--- config.mk ---
export PLATFORM = sky130hd
export DESIGN_NAME = calc_io_ctrl
export DESIGN_NICKNAME = d
export VERILOG_FILES = /design/src/rtl/calc_io_ctrl.sv
export SDC_FILE = /design/constraint.sdc
export NUM_CORES = 1
export LEC_CHECK = 0
export ABC_AREA = 1
export BUFFER_PORTS_ARGS = -buffer_cell sky130_fd_sc_hd__buf_4
export CAP_MARGIN = 40
export CORE_ASPECT_RATIO = 1.2
export CORE_UTILIZATION = 25
export DETAILED_ROUTE_END_ITERATION = 10
export PLACE_DENSITY = 0.52
export SLEW_MARGIN = 20
export SYNTH_ARGS = -nofsm -noshare
export SYNTH_HDL_FRONTEND = slang
export SYNTH_SLANG_ARGS = --single-unit
--- constraint.sdc ---
create_clock -name clk -period 4.75 [get_ports clk]
set_input_delay 0.475 -clock clk [delete_from_list [all_inputs] [get_ports clk]]
set_output_delay 0.475 -clock clk [all_outputs]
set_load 0.02 [all_outputs]
--- src/rtl/calc_io_ctrl.sv ---
// Keypad-to-CPU handoff controller: collects two BCD operands and an operator,
// converts operands to binary, writes them to CPU memory, runs the CPU and holds its result.
module calc_io_ctrl #(
  parameter int unsigned DIGITS      = 2,
  parameter logic [31:0] DONE_INSTR  = 32'hFFFF_FFFF,
  parameter logic [31:0] ADDR_NUM1   = 32'd220,
  parameter logic [31:0] ADDR_NUM2   = 32'd240,
  parameter logic [31:0] ADDR_OP     = 32'd260,
  parameter logic [31:0] ADDR_RESULT = 32'd280,
  parameter logic [31:0] ADDR_IDLE   = 32'd320,
  parameter int unsigned TIMEOUT     = 1_000_000
) (
  input  logic                  clk,
  input  logic                  nrst,
  input  logic                  key_strobe,
  input  logic [4:0]            key_code,
  input  logic [31:0]           instruction,
  input  logic [31:0]           data_in,
  output logic [31:0]           address,
  output logic [31:0]           data_out,
  output logic                  fpga_en,
  output logic                  fpga_write,
  output logic                  cpu_en,
  output logic                  nrst_fpga,
  output logic [8*DIGITS-1:0]   disp,
  output logic                  disp_en,
  output logic [2:0]            state_o
);

  localparam int unsigned DW  = 4 * DIGITS;
  localparam int unsigned DSW = 8 * DIGITS;
  localparam int unsigned CW  = $clog2(DIGITS + 1);
  localparam logic [CW-1:0] CNT_MAX  = CW'(DIGITS);
  localparam logic [CW-1:0] CI_LAST  = CW'(DIGITS - 1);
  localparam logic [31:0]   TMO_LAST = (TIMEOUT == 0) ? 32'd0 : 32'(TIMEOUT - 1);

  typedef enum logic [2:0] {
    S_NUM1    = 3'd0,
    S_OPSEL   = 3'd1,
    S_NUM2    = 3'd2,
    S_CONV    = 3'd3,
    S_WR      = 3'd4,
    S_RUN     = 3'd5,
    S_RDRES   = 3'd6,
    S_DISPLAY = 3'd7
  } state_e;

  typedef enum logic [1:0] {TGT_NUM1, TGT_OP, TGT_NUM2} tgt_e;

  state_e        state_q, state_d;
  tgt_e          tgt_q, tgt_d;
  logic [DW-1:0] dig_q, dig_d;
  logic [CW-1:0] cnt_q, cnt_d;
  logic [CW-1:0] ci_q, ci_d;
  logic [1:0]    op_q, op_d;
  logic [31:0]   acc_q, acc_d;
  logic [31:0]   result_q, result_d;
  logic [31:0]   tmo_q, tmo_d;
  logic          err_q, err_d;
  logic          nrst_fpga_q, nrst_fpga_d;

  logic isDigit, isEnter, isClear, isBack, isOp;

  assign isDigit = key_code <= 5'd9;
  assign isEnter = key_code == 5'd12;
  assign isClear = key_code == 5'd13;
  assign isBack  = key_code == 5'd14;
  assign isOp    = key_code[4:2] == 3'b100;

  always_ff @(posedge clk or negedge nrst) begin
    if (!nrst) begin
      state_q     <= S_NUM1;
      tgt_q       <= TGT_NUM1;
      dig_q       <= '0;
      cnt_q       <= '0;
      ci_q        <= '0;
      op_q        <= '0;
      acc_q       <= '0;
      result_q    <= '0;
      tmo_q       <= '0;
      err_q       <= 1'b0;
      nrst_fpga_q <= 1'b1;
    end else begin
      state_q     <= state_d;
      tgt_q       <= tgt_d;
      dig_q       <= dig_d;
      cnt_q       <= cnt_d;
      ci_q        <= ci_d;
      op_q        <= op_d;
      acc_q       <= acc_d;
      result_q    <= result_d;
      tmo_q       <= tmo_d;
      err_q       <= err_d;
      nrst_fpga_q <= nrst_fpga_d;
    end
  end

  always_comb begin
    state_d     = state_q;
    tgt_d       = tgt_q;
    dig_d       = dig_q;
    cnt_d       = cnt_q;
    ci_d        = ci_q;
    op_d        = op_q;
    acc_d       = acc_q;
    result_d    = result_q;
    tmo_d       = tmo_q;
    err_d       = err_q;
    nrst_fpga_d = 1'b1;
    address     = ADDR_IDLE;
    data_out    = '0;
    fpga_en     = 1'b1;
    fpga_write  = 1'b0;
    cpu_en      = 1'b0;
    disp        = '0;
    disp_en     = 1'b0;

    case (state_q)
      S_NUM1, S_NUM2: begin
        disp_en = 1'b1;
        disp    = DSW'(dig_q);
        if (key_strobe) begin
          if (isDigit) begin
            if (cnt_q != CNT_MAX) begin
              dig_d = (dig_q << 4) | DW'(key_code[3:0]);
              cnt_d = cnt_q + CW'(1);
            end
          end else if (isBack) begin
            if (cnt_q != '0) begin
              dig_d = dig_q >> 4;
              cnt_d = cnt_q - CW'(1);
            end
          end else if (isClear) begin
            dig_d = '0;
            cnt_d = '0;
          end else if (isEnter) begin
            acc_d   = '0;
            ci_d    = CI_LAST;
            tgt_d   = (state_q == S_NUM1) ? TGT_NUM1 : TGT_NUM2;
            state_d = S_CONV;
          end
        end
      end
      S_OPSEL: begin
        disp_en = 1'b1;
        disp    = DSW'(op_q);
        if (key_strobe) begin
          if (isOp) begin
            op_d = key_code[1:0];
          end else if (isEnter) begin
            tgt_d   = TGT_OP;
            state_d = S_WR;
          end
        end
      end
      // Most significant digit first; unused leading digits are zero and harmless.
      S_CONV: begin
        acc_d = acc_q * 32'd10 + 32'(dig_q[4*ci_q +: 4]);
        if (ci_q == '0) begin
          state_d = S_WR;
        end else begin
          ci_d = ci_q - CW'(1);
        end
      end
      S_WR: begin
        fpga_write = 1'b1;
        dig_d      = '0;
        cnt_d      = '0;
        case (tgt_q)
          TGT_NUM1: begin
            address  = ADDR_NUM1;
            data_out = acc_q;
            state_d  = S_OPSEL;
          end
          TGT_OP: begin
            address  = ADDR_OP;
            data_out = {30'b0, op_q};
            state_d  = S_NUM2;
          end
          default: begin
            address  = ADDR_NUM2;
            data_out = acc_q;
            tmo_d    = '0;
            state_d  = S_RUN;
          end
        endcase
      end
      // Completion wins over a timeout expiring on the same edge.
      S_RUN: begin
        cpu_en  = 1'b1;
        fpga_en = 1'b0;
        if (instruction == DONE_INSTR) begin
          state_d = S_RDRES;
        end else if ((TIMEOUT != 0) && (tmo_q == TMO_LAST)) begin
          err_d    = 1'b1;
          result_d = '0;
          state_d  = S_DISPLAY;
        end else begin
          tmo_d = tmo_q + 32'd1;
        end
      end
      S_RDRES: begin
        address  = ADDR_RESULT;
        result_d = data_in;
        state_d  = S_DISPLAY;
      end
      S_DISPLAY: begin
        disp_en = 1'b1;
        disp    = err_q ? '1 : DSW'(result_q);
        if (key_strobe && (isEnter || isClear)) begin
          nrst_fpga_d = 1'b0;
          err_d       = 1'b0;
          state_d     = S_NUM1;
        end
      end
      default: state_d = S_NUM1;
    endcase
  end

  assign nrst_fpga = nrst_fpga_q;
  assign state_o   = state_q;

endmodule

==> impl_table.tex, run 1 <==
\begin{tabular}{lr}
\hline
Metric & Value \\
\hline
\multicolumn{2}{l}{\textbf{Drt}} \\
Via density per instance & 4.71 \\
Number of DRC markers in iteration 0 & 473 \\
Aggregate routed wire length & 28600 um \\
DRC viols & 0 \\
Iteration count of the initial detailed-routing pass & 7 \\
Wire length per cell & 14.3 um \\
Number of nets with antenna violations after routing & 0 \\
Vias after detailed routing & 9439 \\
\multicolumn{2}{l}{\textbf{Timing}} \\
Tcrit/Tclk final & 0.685 \\
Setup Viol. Count Final & 0 \\
Worst slew pin tran & roughly 700 ps \\
Final-layout worst hold slack & a little under 70 ps \\
Total negative slack for setup checks & 0 ps \\
Peak Freq & approximately 300 MHz \\
Setup repair after global routing missed its margin & false \\
Total count of max-transition violations in the final report & 0 \\
Final hold violation count & 0 \\
Minimum clock period & 3260 ps \\
Slew headroom & 0.533 \\
Layout Skew & 12.9 ps \\
\multicolumn{2}{l}{\textbf{Floorplanning}} \\
Die outline height & 211 um \\
Effective utilization at floorplan & 0.253 \\
Core area & 35900 um\^{}2 \\
Count of boundary I/O pins & 160 \\
Row count & 76 \\
Die Span X & 176 um \\
Full die area & around 37000 um\^{}2 \\
\multicolumn{2}{l}{\textbf{Worst setup path}} \\
Number of buffers and inverters on the critical path & 0 \\
Reg2Reg Launch Point & acc\_q[1] \\
Sort of element at the start of the critical path & flop \\
Slowest cell on the critical path & sky130\_fd\_sc\_hd\_\_dfrtp\_1 \\
Reg-to-reg setup timing slack & about 1500 ps \\
CP most frequent cell & sky130\_fd\_sc\_hd\_\_nand2\_1 \\
Largest stage delay on the critical path & 460 ps \\
CP top delay family & simple AND/OR/NAND/NOR gates \\
WP depth & 17 \\
CP Capture Type & flop \\
Worst R2R End & acc\_q[31] \\
Origin of the worst setup path & acc\_q[1] \\
Critical setup path kind & reg2reg \\
Critical path capture point & acc\_q[31] \\
List of cells traversed by the critical path & ha\_1 -> ha\_1 -> fa\_1 -> nand2\_1 -> nand2\_1 -> nand3\_1 -> nand2\_2 -> nand2\_1 -> nand2\_1 -> nand2\_1 -> nand2\_1 -> nor2\_2 -> nand3\_2 -> nor2\_4 -> nand4\_1 -> nand3\_1 -> nand2\_1 \\
Maximum fanout along the worst path & 5 \\
Crit path DAT & 3510 ps \\
Worst path required time & 5000 ps \\
Number of cells on the worst reg-to-reg path & 17 \\
\multicolumn{2}{l}{\textbf{Clock network}} \\
TritonCTS clock tree & built \\
Clock H-tree levels & 3 \\
Reg clk slew, reported paths & 80 ps \\
Number of sinks driven by the clock tree & 101 \\
Post-CTS Repair Setup Buffers & 0 \\
Root buffer cell & sky130\_fd\_sc\_hd\_\_clkbuf\_16 \\
Hold Buf Count CTS & 0 \\
CTS Buf Count & 9 \\
Clock network latency to the later pin of the worst-skew pair & between 300 and 400 ps \\
Resized Gates After CTS & 0 \\
Maximum clock insertion buffer count & 2 \\
\multicolumn{2}{l}{\textbf{Yosys}} \\
Mean Syn Cell Area & 6.43 um\^{}2 \\
Number of warnings printed during yosys synthesis & 0 \\
Flop and latch count out of synthesis & between 100 and 150 \\
Sequential area share after synthesis & 0.278 \\
Count of distinct cell types in the synthesized netlist & 50 \\
Post-Syn Instances & about 1400 \\
Syn Std Cell Area & between 9000 and 10000 um\^{}2 \\
\multicolumn{2}{l}{\textbf{Worst hold path}} \\
Hold Path Class & in2async \\
\multicolumn{2}{l}{\textbf{Layout}} \\
Synthesis-to-layout area growth & 18.8\% \\
Post-route non-filler standard cell count & roughly 2000 \\
Final net count & approximately 1700 \\
Fraction of layout instances using a drive strength above 1 & 0.126 \\
Count of inserted antenna diode cells & 0 \\
Filler cell count in the final layout & 4043 \\
\multicolumn{2}{l}{\textbf{GRT}} \\
Global-route wire length before repair & 46500 um \\
Largest net degree at the start of global routing & 36 \\
Number of global-route vias before repair & 9412 \\
Aggregate global routing overflow & 0 \\
Antenna violations before repair & 0 \\
Total Routing Usage GR & 0.158 \\
\multicolumn{2}{l}{\textbf{Pwr}} \\
Part of the power in registers & 0.271 \\
Sw frac & 0.497 \\
Proportion of power drawn by combinational gates & 0.559 \\
Post-layout total power & 4.70 mW \\
Pwr/cell area & around 430 nW/um\^{}2 \\
Leakage power total & 5.37 nW \\
Internal Pwr Total & approximately 2.4 mW \\
Relative contribution of the clock network to total power & 0.171 \\
Switching power of the nets & 2.34 mW \\
Worst supply voltage drop on vdd & 0.232 mV \\
\multicolumn{2}{l}{\textbf{Job}} \\
Max\_cap viols & 0 \\
\multicolumn{2}{l}{\textbf{Placed design}} \\
Detailed-placement wirelength estimate & 23400 um \\
Cell Count Post-Placement & 1987 \\
Count of buffers inserted at the top-level ports & 118 \\
Gp weighted congestion & 0.923 \\
\multicolumn{2}{l}{\textbf{Status}} \\
Outcome & complete, no violations \\
\hline
\end{tabular}
-- layout by cell type, fill, tap and decap left out, drive strengths merged --
master,n
nand2,446
inv,219
nor2,133
buf,129
dfrtp,100
nand3,96
o21ai,95
ha,62
a21oi,46
nand4,43
nor3,33
conb,25
nor4,18
o31ai,14
xor2,12
clkbuf,10
o22ai,9
xnor2,8
nand3b,6
clkinv,5
a32o,4
a31oi,4
o32ai,3
or2,3
fa,2
o221ai,1
o211ai,1
nor4b,1
o21bai,1
a211oi,1
a21boi,1
o41ai,1
nor3b,1
a22o,1
bufinv,1
dfstp,1
-- routing by layer --
layer | global-route usage | routed length, um | vias to the layer above
li1 | - | - | 4789
met1 | 0.179 | 11900 | 4357
met2 | 0.293 | 14600 | 246
met3 | 0.0175 | 1140 | 47
met4 | 0.0714 | 978 | 0
met5 | 0 | 0 | -
-- through the flow --
| stage | util | setup WS, ps | instance area, um^2 |
|---|---|---|---|
| final | 0.301 | 1490 | 10800 |
| after global routing | 0.301 | 1160 | 10800 |
| after CTS | 0.301 | 1460 | 10800 |
| after detailed placement | 0.292 | 1480 | 10500 |
| after global placement | 0.290 | 1530 | 10400 |
| after floorplan | - | 1870 | 9200 |
-- power groups by stage --
stage	clock, mW	combinational (mW)	sequential, mW
2_1_floorplan	0	1.83	1.22
3_3_place_gp	0	2.57	1.28
3_5_place_dp	0	2.63	1.29
4_1_cts	0.821	2.64	1.27
5_1_grt	0.854	2.98	1.30
6_report	0.803	2.63	1.27
-- worst min-delay path by stage --
| stage | cells after the start | endpoint |
|---|---|---|
| 3_3_place_gp | 1 | acc_q[0] |
| 2_1_floorplan | 0 | acc_q[0] |
| 3_5_place_dp | 1 | acc_q[0] |
| 5_1_grt | 1 | tgt_q[0] |
| 4_1_cts | 1 | result_q[10] |
| 6_report | 1 | result_q[6] |
-- layout make-up --
type                       count  area, um^2  area share
clock buffer                  10         239      0.0221
sequential                   101        2530       0.234
timing repair buffer         129        1020      0.0938
inverter                     219         822      0.0759
multi-input combinational   1071        5560       0.514
clock inverter                 6        75.1     0.00693
tap                          468         586      0.0541
-- cell families (layout without fill, tap and decap cells) --
| group | Yosys count | in the layout | synth area share |
|---|---|---|---|
| AND/OR/NAND/NOR | 780 | 780 | 0.378 |
| buffers and inverters | 269 | 364 | 0.122 |
| AO/OA/AOI/OAI | 182 | 182 | 0.113 |
| flip-flops | 101 | 101 | 0.278 |
| adder cells (fa/ha/maj) | 64 | 64 | 0.0895 |
| XOR/XNOR | 20 | 20 | 0.0192 |
| other | 1 | 25 | 0.000412 |
-- cell usage after synthesis (all sizes together) --
cell type	n	share of area
nor2	133	0.063
inv	215	0.089
a21oi	46	0.027
o22ai	9	0.0062
o31ai	14	0.012
dfrtp	100	0.27
nand4	43	0.030
dfstp	1	0.0029
a211oi	1	0.00082
nand3b	6	0.0049
o21ai	95	0.053
ha	62	0.085
clkinv	4	0.0016
nor4	18	0.012
o41ai	1	0.00096
clkbuf	19	0.0082
nor3b	1	0.00082
o221ai	1	0.00096
xor2	12	0.012
a22o	1	0.00096
nand2	446	0.19
nor3	33	0.019
xnor2	8	0.0077
or2	3	0.0021
conb	1	0.00041
fa	2	0.0044
a21boi	1	0.00082
buf	31	0.024
a31oi	4	0.0027
nor4b	1	0.00096
o21bai	1	0.00082
a32o	4	0.0044
o211ai	1	0.00082
o32ai	3	0.0029
nand3	96	0.058
-- flip-flops by register name, indices dropped and copies added (netlist names) --
signal     cells
acc_q         32
ci_q           2
cnt_q          2
dig_q          8
err_q          1
nrst_fpga      1
op_q           2
result_q      16
state_o        3
tgt_q          2
tmo_q         32
No activity file was read; power rests on OpenSTA's default activity.
==> run 2, diff against run 1 <==
==> constraint.sdc (replaced) <==
create_clock -name clk -period 3.3 [get_ports clk]
set_input_delay 0.33 -clock clk [delete_from_list [all_inputs] [get_ports clk]]
set_output_delay 0.33 -clock clk [all_outputs]
set_load 0.02 [all_outputs]
==> run 2 against run 1 <==
Net effect:
- sequential share of layout area is 0.21 points lower
- sequential power is 44% higher
- clock skew is 1.6 ps lower
- design area is 0.94% higher
- worst setup slack worse by 1300 ps
- hold slack better by 110 ps
- critical endpoint is now data_out[16]
- highest routed layer unchanged
- combinational power is 47% higher
==> impl_table.tex, run 2 (same netlist as run 1, synthesis figures left out) <==
\begin{tabular}{lr}
\hline
Metric & Value \\
\hline
\multicolumn{2}{l}{\textbf{Worst setup path}} \\
Maximum fanout along the worst path & 12 \\
Worst path required time & 2970 ps \\
Critical setup path kind & reg2out \\
Number of buffers and inverters on the critical path & 5 \\
Worst R2R End & acc\_q[28] \\
Largest stage delay on the critical path & roughly 440 ps \\
CP top delay family & buffers and inverters \\
CP Capture Type & primary output \\
Number of cells on the worst reg-to-reg path & 16 \\
Reg-to-reg setup timing slack & 240 ps \\
Slowest cell on the critical path & sky130\_fd\_sc\_hd\_\_dfrtp\_1 \\
Crit path DAT & 2740 ps \\
List of cells traversed by the critical path & inv\_1 -> nand2\_1 -> nor2\_4 -> clkinvlp\_4 -> nor2\_1 -> inv\_1 -> buf\_8 -> nor2\_1 -> buf\_4 \\
Sort of element at the start of the critical path & flop \\
Reg2Reg Launch Point & acc\_q[1] \\
\multicolumn{2}{l}{\textbf{Pwr}} \\
Worst supply voltage drop on vdd & between 0.2 and 0.3 mV \\
Pwr/cell area & 618 nW/um\^{}2 \\
Leakage power total & 5.38 nW \\
\multicolumn{2}{l}{\textbf{GRT}} \\
Largest net degree at the start of global routing & 48 \\
Total Routing Usage GR & 0.159 \\
Global-route wire length before repair & 46900 um \\
Antenna violations before repair & 0 \\
Aggregate global routing overflow & 0 \\
Number of global-route vias before repair & a little over 9000 \\
\multicolumn{2}{l}{\textbf{Layout}} \\
Final net count & 1674 \\
Filler cell count in the final layout & 3999 \\
Registers with the most flip-flops & acc\_q: 32 flops, tmo\_q: 32 flops, result\_q: 16 flops \\
Most frequent standard cell in the layout excluding fill and tap cells & sky130\_fd\_sc\_hd\_\_nand2\_1 \\
Synthesis-to-layout area growth & 20.0\% \\
Fraction of layout instances using a drive strength above 1 & 0.141 \\
Most used cells in the layout excluding fill and tap cells & 431 x sky130\_fd\_sc\_hd\_\_nand2\_1, 205 x sky130\_fd\_sc\_hd\_\_inv\_1, 131 x sky130\_fd\_sc\_hd\_\_buf\_4 \\
Count of inserted antenna diode cells & 0 \\
\multicolumn{2}{l}{\textbf{Worst hold path}} \\
Hold Path Stages & 3 \\
Hold Path Class & in2reg \\
Worst min-delay path endpoint & result\_q[12] \\
Hold Crit Start & data\_in[12] \\
\multicolumn{2}{l}{\textbf{Clock network}} \\
Clock network latency to the later pin of the worst-skew pair & 350 ps \\
Root buffer cell & sky130\_fd\_sc\_hd\_\_clkbuf\_16 \\
CTS Buf Count & 9 \\
Maximum clock insertion buffer count & 2 \\
Clock H-tree levels & 3 \\
TritonCTS clock tree & built \\
Reg clk slew, reported paths & about 70 ps \\
Number of sinks driven by the clock tree & around 100 \\
\multicolumn{2}{l}{\textbf{Floorplanning}} \\
Effective utilization at floorplan & 0.253 \\
Count of boundary I/O pins & 160 \\
Row count & 76 \\
Die Span X & 176 um \\
Full die area & 37200 um\^{}2 \\
Core area & 35900 um\^{}2 \\
Die outline height & 211 um \\
\multicolumn{2}{l}{\textbf{Drt}} \\
Vias after detailed routing & 9451 \\
Via density per instance & 4.70 \\
DRC viols & 0 \\
Iteration count of the initial detailed-routing pass & 5 \\
Number of DRC markers in iteration 0 & 347 \\
Number of nets with antenna violations after routing & 0 \\
Aggregate routed wire length & approximately 29000 um \\
Wire length per cell & between 10 and 15 um \\
\multicolumn{2}{l}{\textbf{Timing}} \\
Tcrit/Tclk final & 0.930 \\
Setup repair after global routing missed its margin & true \\
Minimum clock period & 3070 ps \\
Slew headroom & 0.538 \\
Layout Skew & 11.3 ps \\
Final hold violation count & 0 \\
Final-layout worst hold slack & about 180 ps \\
Total negative slack for setup checks & 0 ps \\
Worst slew pin tran & 692 ps \\
Setup Viol. Count Final & 0 \\
Peak Freq & approximately 330 MHz \\
Total count of max-transition violations in the final report & 0 \\
\multicolumn{2}{l}{\textbf{Placed design}} \\
Count of buffers inserted at the top-level ports & around 120 \\
Detailed-placement wirelength estimate & about 23000 um \\
Gp weighted congestion & 0.882 \\
\multicolumn{2}{l}{\textbf{Job}} \\
Max\_cap viols & 0 \\
\multicolumn{2}{l}{\textbf{Status}} \\
Outcome & complete, no violations \\
\hline
\end{tabular}
[run 2: cell types whose count changed in the layout (fill, tap and decap cells not counted), sizes merged]
cell	delta
buf	+6
bufinv	-1
clkbuf	+4
clkinv	+1
clkinvlp	+1
dlygate4sd3	+1
inv	-5
[run 2: area by class of cell]
type                    count  area [um^2]  area share
inverters                 219          826      0.0756
repair buffers            136         1070      0.0977
clock inverters             2         17.5     0.00160
flip-flops and latches    101         2530       0.232
well taps                 468          586      0.0536
multi-input cells        1071         5640       0.516
clock buffers              14          264      0.0242
[run 2: tightest hold or removal path, stage by stage]
cell                      delay, ps
sky130_fd_sc_hd__buf_4           70
sky130_fd_sc_hd__nand2_1         40
sky130_fd_sc_hd__o21ai_0         50
[run 2: worst max-delay path by stage]
stage	startpoint	to	slack, ps	cells past startpoint
4_1_cts	state_o[0]	data_out[16]	40	9
6_report	state_o[0]	data_out[16]	230	9
3_5_place_dp	acc_q[1]	acc_q[25]	130	17
3_3_place_gp	acc_q[1]	acc_q[28]	160	16
2_1_floorplan	acc_q[1]	acc_q[24]	470	18
5_1_grt	acc_q[7]	acc_q[24]	-30	20
[run 2: per-layer routing]
metal / up-vias / global-route usage / part of all wire
met5: - / 0 / 0
met4: 0 / 0.0645 / 0.032
met3: 49 / 0.0180 / 0.035
met2: 207 / 0.293 / 0.51
met1: 4392 / 0.185 / 0.42
li1: 4803 / - / -
[run 2: timing repair]
| action | in CTS | in global routing |
|---|---|---|
| endpoints found under the hold margin | 19 | 0 |
| setup buffers | 0 | 2 |
| setup endpoints to repair | 0 | 20 |
| resized for setup | 0 | 26 |
| hold buffers | 1 | 0 |
[run 2: power breakdown]
group | switching (mW) | internal [mW] | total [mW]
clock network | 0.488 | 0.558 | 1.05
logic | 2.61 | 1.26 | 3.87
registers | 0.284 | 1.55 | 1.83
[run 2: per-stage QoR]
step                      area (um^2)  worst slack, ps  std cells  utilization  total power [mW]
final                           10900              231       2011        0.304              6.75
after global routing            10900            -34.5       2011        0.304              7.39
after CTS                       10800             37.9       2008        0.301              6.72
after detailed placement        10500              131       1991        0.293              5.63
after global placement          10500              160       1989        0.292              5.58
after floorplan                  9200              468       1441            -              4.40
==> run 3, diff against run 2 <==
--- a/config.mk
+++ b/config.mk
@@ -8,11 +8,12 @@
 export ABC_AREA = 1
 export BUFFER_PORTS_ARGS = -buffer_cell sky130_fd_sc_hd__buf_4
 export CAP_MARGIN = 40
+export CELL_PAD_IN_SITES_DETAIL_PLACEMENT = 0
+export CELL_PAD_IN_SITES_GLOBAL_PLACEMENT = 1
 export CORE_ASPECT_RATIO = 1.2
 export CORE_UTILIZATION = 25
 export DETAILED_ROUTE_END_ITERATION = 10
-export PLACE_DENSITY = 0.52
-export SLEW_MARGIN = 20
+export PLACE_DENSITY = 0.65
 export SYNTH_ARGS = -nofsm -noshare
 export SYNTH_HDL_FRONTEND = slang
 export SYNTH_SLANG_ARGS = --single-unit
==> constraint.sdc (replaced) <==
create_clock -name clk -period 3.15 [get_ports clk]
set_input_delay 0.315 -clock clk [delete_from_list [all_inputs] [get_ports clk]]
set_output_delay 0.315 -clock clk [all_outputs]
set_load 0.02 [all_outputs]
==> run 3 against run 2 <==
Net effect:
- register-to-register slack worse by 160 ps
- clock skew is 1.5 ps higher
- core utilization up 0.57 points
- critical path depth rose by 9
- hold slack got worse by 23 ps
- design area is 1.9% higher
- routed wire length is 3.3% higher
- combinational power up 8.5%
- clock-buffer cell count fell by 1
- worst setup slack worse by 150 ps
- die area unchanged
- clock power up 10%
==> impl_table.tex, run 3 (same netlist as run 1, synthesis figures left out) <==
\begin{tabular}{lr}
\hline
Metric & Value \\
\hline
\multicolumn{2}{l}{\textbf{Worst setup path}} \\
Crit path DAT & 3320 ps \\
Critical setup path kind & reg2reg \\
Slowest cell on the critical path & sky130\_fd\_sc\_hd\_\_fa\_2 \\
CP Capture Type & flop \\
Reg2Reg Launch Point & acc\_q[3] \\
Worst R2R End & acc\_q[24] \\
Reg-to-reg setup timing slack & 80 ps \\
Number of buffers and inverters on the critical path & 0 \\
CP top delay family & simple AND/OR/NAND/NOR gates \\
Worst path required time & 3400 ps \\
CP most frequent cell & sky130\_fd\_sc\_hd\_\_nand2\_2 \\
Number of cells on the worst reg-to-reg path & 18 \\
List of cells traversed by the critical path & ha\_4 -> ha\_4 -> fa\_2 -> nand2\_2 -> nor2\_2 -> nand2\_2 -> a21oi\_4 -> nand3\_2 -> nor2\_4 -> nand3\_4 -> nor2\_4 -> nand2\_4 -> nor2\_8 -> nand2\_2 -> nand2\_2 -> nand2\_2 -> nand2\_1 -> nand2\_1 \\
Sort of element at the start of the critical path & flop \\
Largest stage delay on the critical path & 600 ps \\
Maximum fanout along the worst path & 6 \\
\multicolumn{2}{l}{\textbf{Floorplanning}} \\
Row count & 76 \\
Effective utilization at floorplan & 0.253 \\
Full die area & 37200 um\^{}2 \\
Count of boundary I/O pins & 160 \\
Die Span X & 176 um \\
Core area & $\sim$36000 um\^{}2 \\
Die outline height & between 200 and 250 um \\
\multicolumn{2}{l}{\textbf{Timing}} \\
Setup Viol. Count Final & 0 \\
Peak Freq & 326 MHz \\
Final-layout worst hold slack & roughly 150 ps \\
Tcrit/Tclk final & 0.974 \\
Final hold violation count & 0 \\
Worst slew pin tran & 604 ps \\
Setup repair after global routing missed its margin & true \\
Total count of max-transition violations in the final report & 0 \\
Setup ws final & 81.0 ps \\
Minimum clock period & 3070 ps \\
Slew headroom & 0.596 \\
Layout Skew & 12.7 ps \\
\multicolumn{2}{l}{\textbf{Clock network}} \\
TritonCTS clock tree & built \\
Clock H-tree levels & 3 \\
Clock network latency to the later pin of the worst-skew pair & $\sim$360 ps \\
CTS Buf Count & 9 \\
Maximum clock insertion buffer count & 2 \\
Reg clk slew, reported paths & 70 ps \\
Root buffer cell & sky130\_fd\_sc\_hd\_\_clkbuf\_16 \\
Number of sinks driven by the clock tree & between 100 and 150 \\
\multicolumn{2}{l}{\textbf{Worst hold path}} \\
Hold Path Class & in2reg \\
Hold Path Stages & 3 \\
Worst min-delay path endpoint & result\_q[1] \\
Hold Crit Start & data\_in[1] \\
\multicolumn{2}{l}{\textbf{Drt}} \\
Iteration count of the initial detailed-routing pass & 5 \\
Number of nets with antenna violations after routing & 0 \\
Aggregate routed wire length & 29700 um \\
Number of DRC markers in iteration 0 & 422 \\
Wire length per cell & 14.6 um \\
Via density per instance & 4.67 \\
Vias after detailed routing & 9466 \\
DRC viols & 0 \\
\multicolumn{2}{l}{\textbf{Pwr}} \\
Pwr/cell area & 654 nW/um\^{}2 \\
Post-layout total power & 7.28 mW \\
Worst supply voltage drop on vdd & about 0.32 mV \\
Leakage power total & 5.45 nW \\
\multicolumn{2}{l}{\textbf{Status}} \\
Outcome & complete, no violations \\
\multicolumn{2}{l}{\textbf{GRT}} \\
Total Routing Usage GR & 0.165 \\
Number of global-route vias before repair & 9461 \\
Global-route wire length before repair & between 40000 and 50000 um \\
Antenna violations before repair & 0 \\
Largest net degree at the start of global routing & between 50 and 60 \\
Aggregate global routing overflow & 0 \\
\multicolumn{2}{l}{\textbf{Layout}} \\
Most frequent standard cell in the layout excluding fill and tap cells & sky130\_fd\_sc\_hd\_\_nand2\_1 \\
Most used cells in the layout excluding fill and tap cells & 428 x sky130\_fd\_sc\_hd\_\_nand2\_1, 206 x sky130\_fd\_sc\_hd\_\_inv\_1, 146 x sky130\_fd\_sc\_hd\_\_buf\_4 \\
Fraction of layout instances using a drive strength above 1 & 0.158 \\
Post-route non-filler standard cell count & 2026 \\
Registers with the most flip-flops & acc\_q: 32 flops, tmo\_q: 32 flops, result\_q: 16 flops \\
Synthesis-to-layout area growth & 22.2\% \\
Count of inserted antenna diode cells & 0 \\
Final net count & 1689 \\
Post-Layout Inst Area & 11100 um\^{}2 \\
Filler cell count in the final layout & 4092 \\
\multicolumn{2}{l}{\textbf{Placed design}} \\
Gp weighted congestion & 0.898 \\
Cell Count Post-Placement & 2005 \\
Count of buffers inserted at the top-level ports & 118 \\
Worst slack at placement & 66.0 ps \\
Placed Area & 10700 um\^{}2 \\
Detailed-placement wirelength estimate & about 24000 um \\
\multicolumn{2}{l}{\textbf{Job}} \\
Max\_cap viols & 0 \\
\hline
\end{tabular}
-- run 3: worst max path at each step --
stage | start | depth (start not counted) | slack (ps) | to
6_report | acc_q[3] | 18 | 80 | acc_q[24]
5_1_grt | acc_q[3] | 18 | -70 | acc_q[24]
2_1_floorplan | acc_q[1] | 18 | 320 | acc_q[24]
4_1_cts | acc_q[1] | 16 | 30 | acc_q[28]
3_5_place_dp | acc_q[1] | 16 | 70 | acc_q[28]
3_3_place_gp | acc_q[1] | 16 | 90 | acc_q[28]
-- run 3: through the flow --
stage / utilization / setup TNS (ps)
2_1_floorplan: - / 0
5_1_grt: 0.310 / -384
3_5_place_dp: 0.296 / 0
4_1_cts: 0.305 / 0
3_3_place_gp: 0.294 / 0
6_report: 0.310 / 0
-- run 3: area by class of cell --
class / instances / area [um^2] / share of cell area
clock buffer: 13 / 250 / 0.0225
clock inverter: 3 / 47.5 / 0.00427
inverter: 219 / 822 / 0.0738
multi-input combinational: 1071 / 5700 / 0.512
sequential: 101 / 2530 / 0.227
tap: 468 / 586 / 0.0526
timing repair buffer: 151 / 1200 / 0.107
-- run 3: worst register-to-register path, cell delays in order, from the launching register on --
cell and delay, ps:
sky130_fd_sc_hd__dfrtp_1 430, sky130_fd_sc_hd__ha_4 260, sky130_fd_sc_hd__ha_4 160, sky130_fd_sc_hd__fa_2 600, sky130_fd_sc_hd__nand2_2 70, sky130_fd_sc_hd__nor2_2 110
sky130_fd_sc_hd__nand2_2 70, sky130_fd_sc_hd__a21oi_4 180, sky130_fd_sc_hd__nand3_2 110, sky130_fd_sc_hd__nor2_4 190, sky130_fd_sc_hd__nand3_4 110, sky130_fd_sc_hd__nor2_4 160
sky130_fd_sc_hd__nand2_4 90, sky130_fd_sc_hd__nor2_8 150, sky130_fd_sc_hd__nand2_2 60, sky130_fd_sc_hd__nand2_2 70, sky130_fd_sc_hd__nand2_2 40, sky130_fd_sc_hd__nand2_1 50
sky130_fd_sc_hd__nand2_1 40
-- run 3: power by group --
part / switching [mW] / leakage [nW] / internal, mW
combinational: 2.77 / 3.96 / 1.42
clock: 0.517 / 0.144 / 0.643
sequential: 0.302 / 1.35 / 1.62
-- run 3: repair_timing --
| action | 4_1_cts | 5_1_grt |
|---|---|---|
| endpoints found under the hold margin | 4 | 0 |
| gates resized for setup | 0 | 41 |
| setup buffers | 0 | 4 |
| hold buffers | 1 | 0 |
| setup endpoints to repair | 0 | 15 |
-- run 3: metal layers --
layer | global-route usage | vias to the layer above | routed length (um) | share of wire
met5 | 0 | - | 0 | 0
met2 | 0.307 | 192 | 15300 | 0.52
met3 | 0.0175 | 36 | 1010 | 0.034
li1 | - | 4843 | - | -
met4 | 0.0525 | 0 | 678 | 0.023
met1 | 0.194 | 4395 | 12700 | 0.43
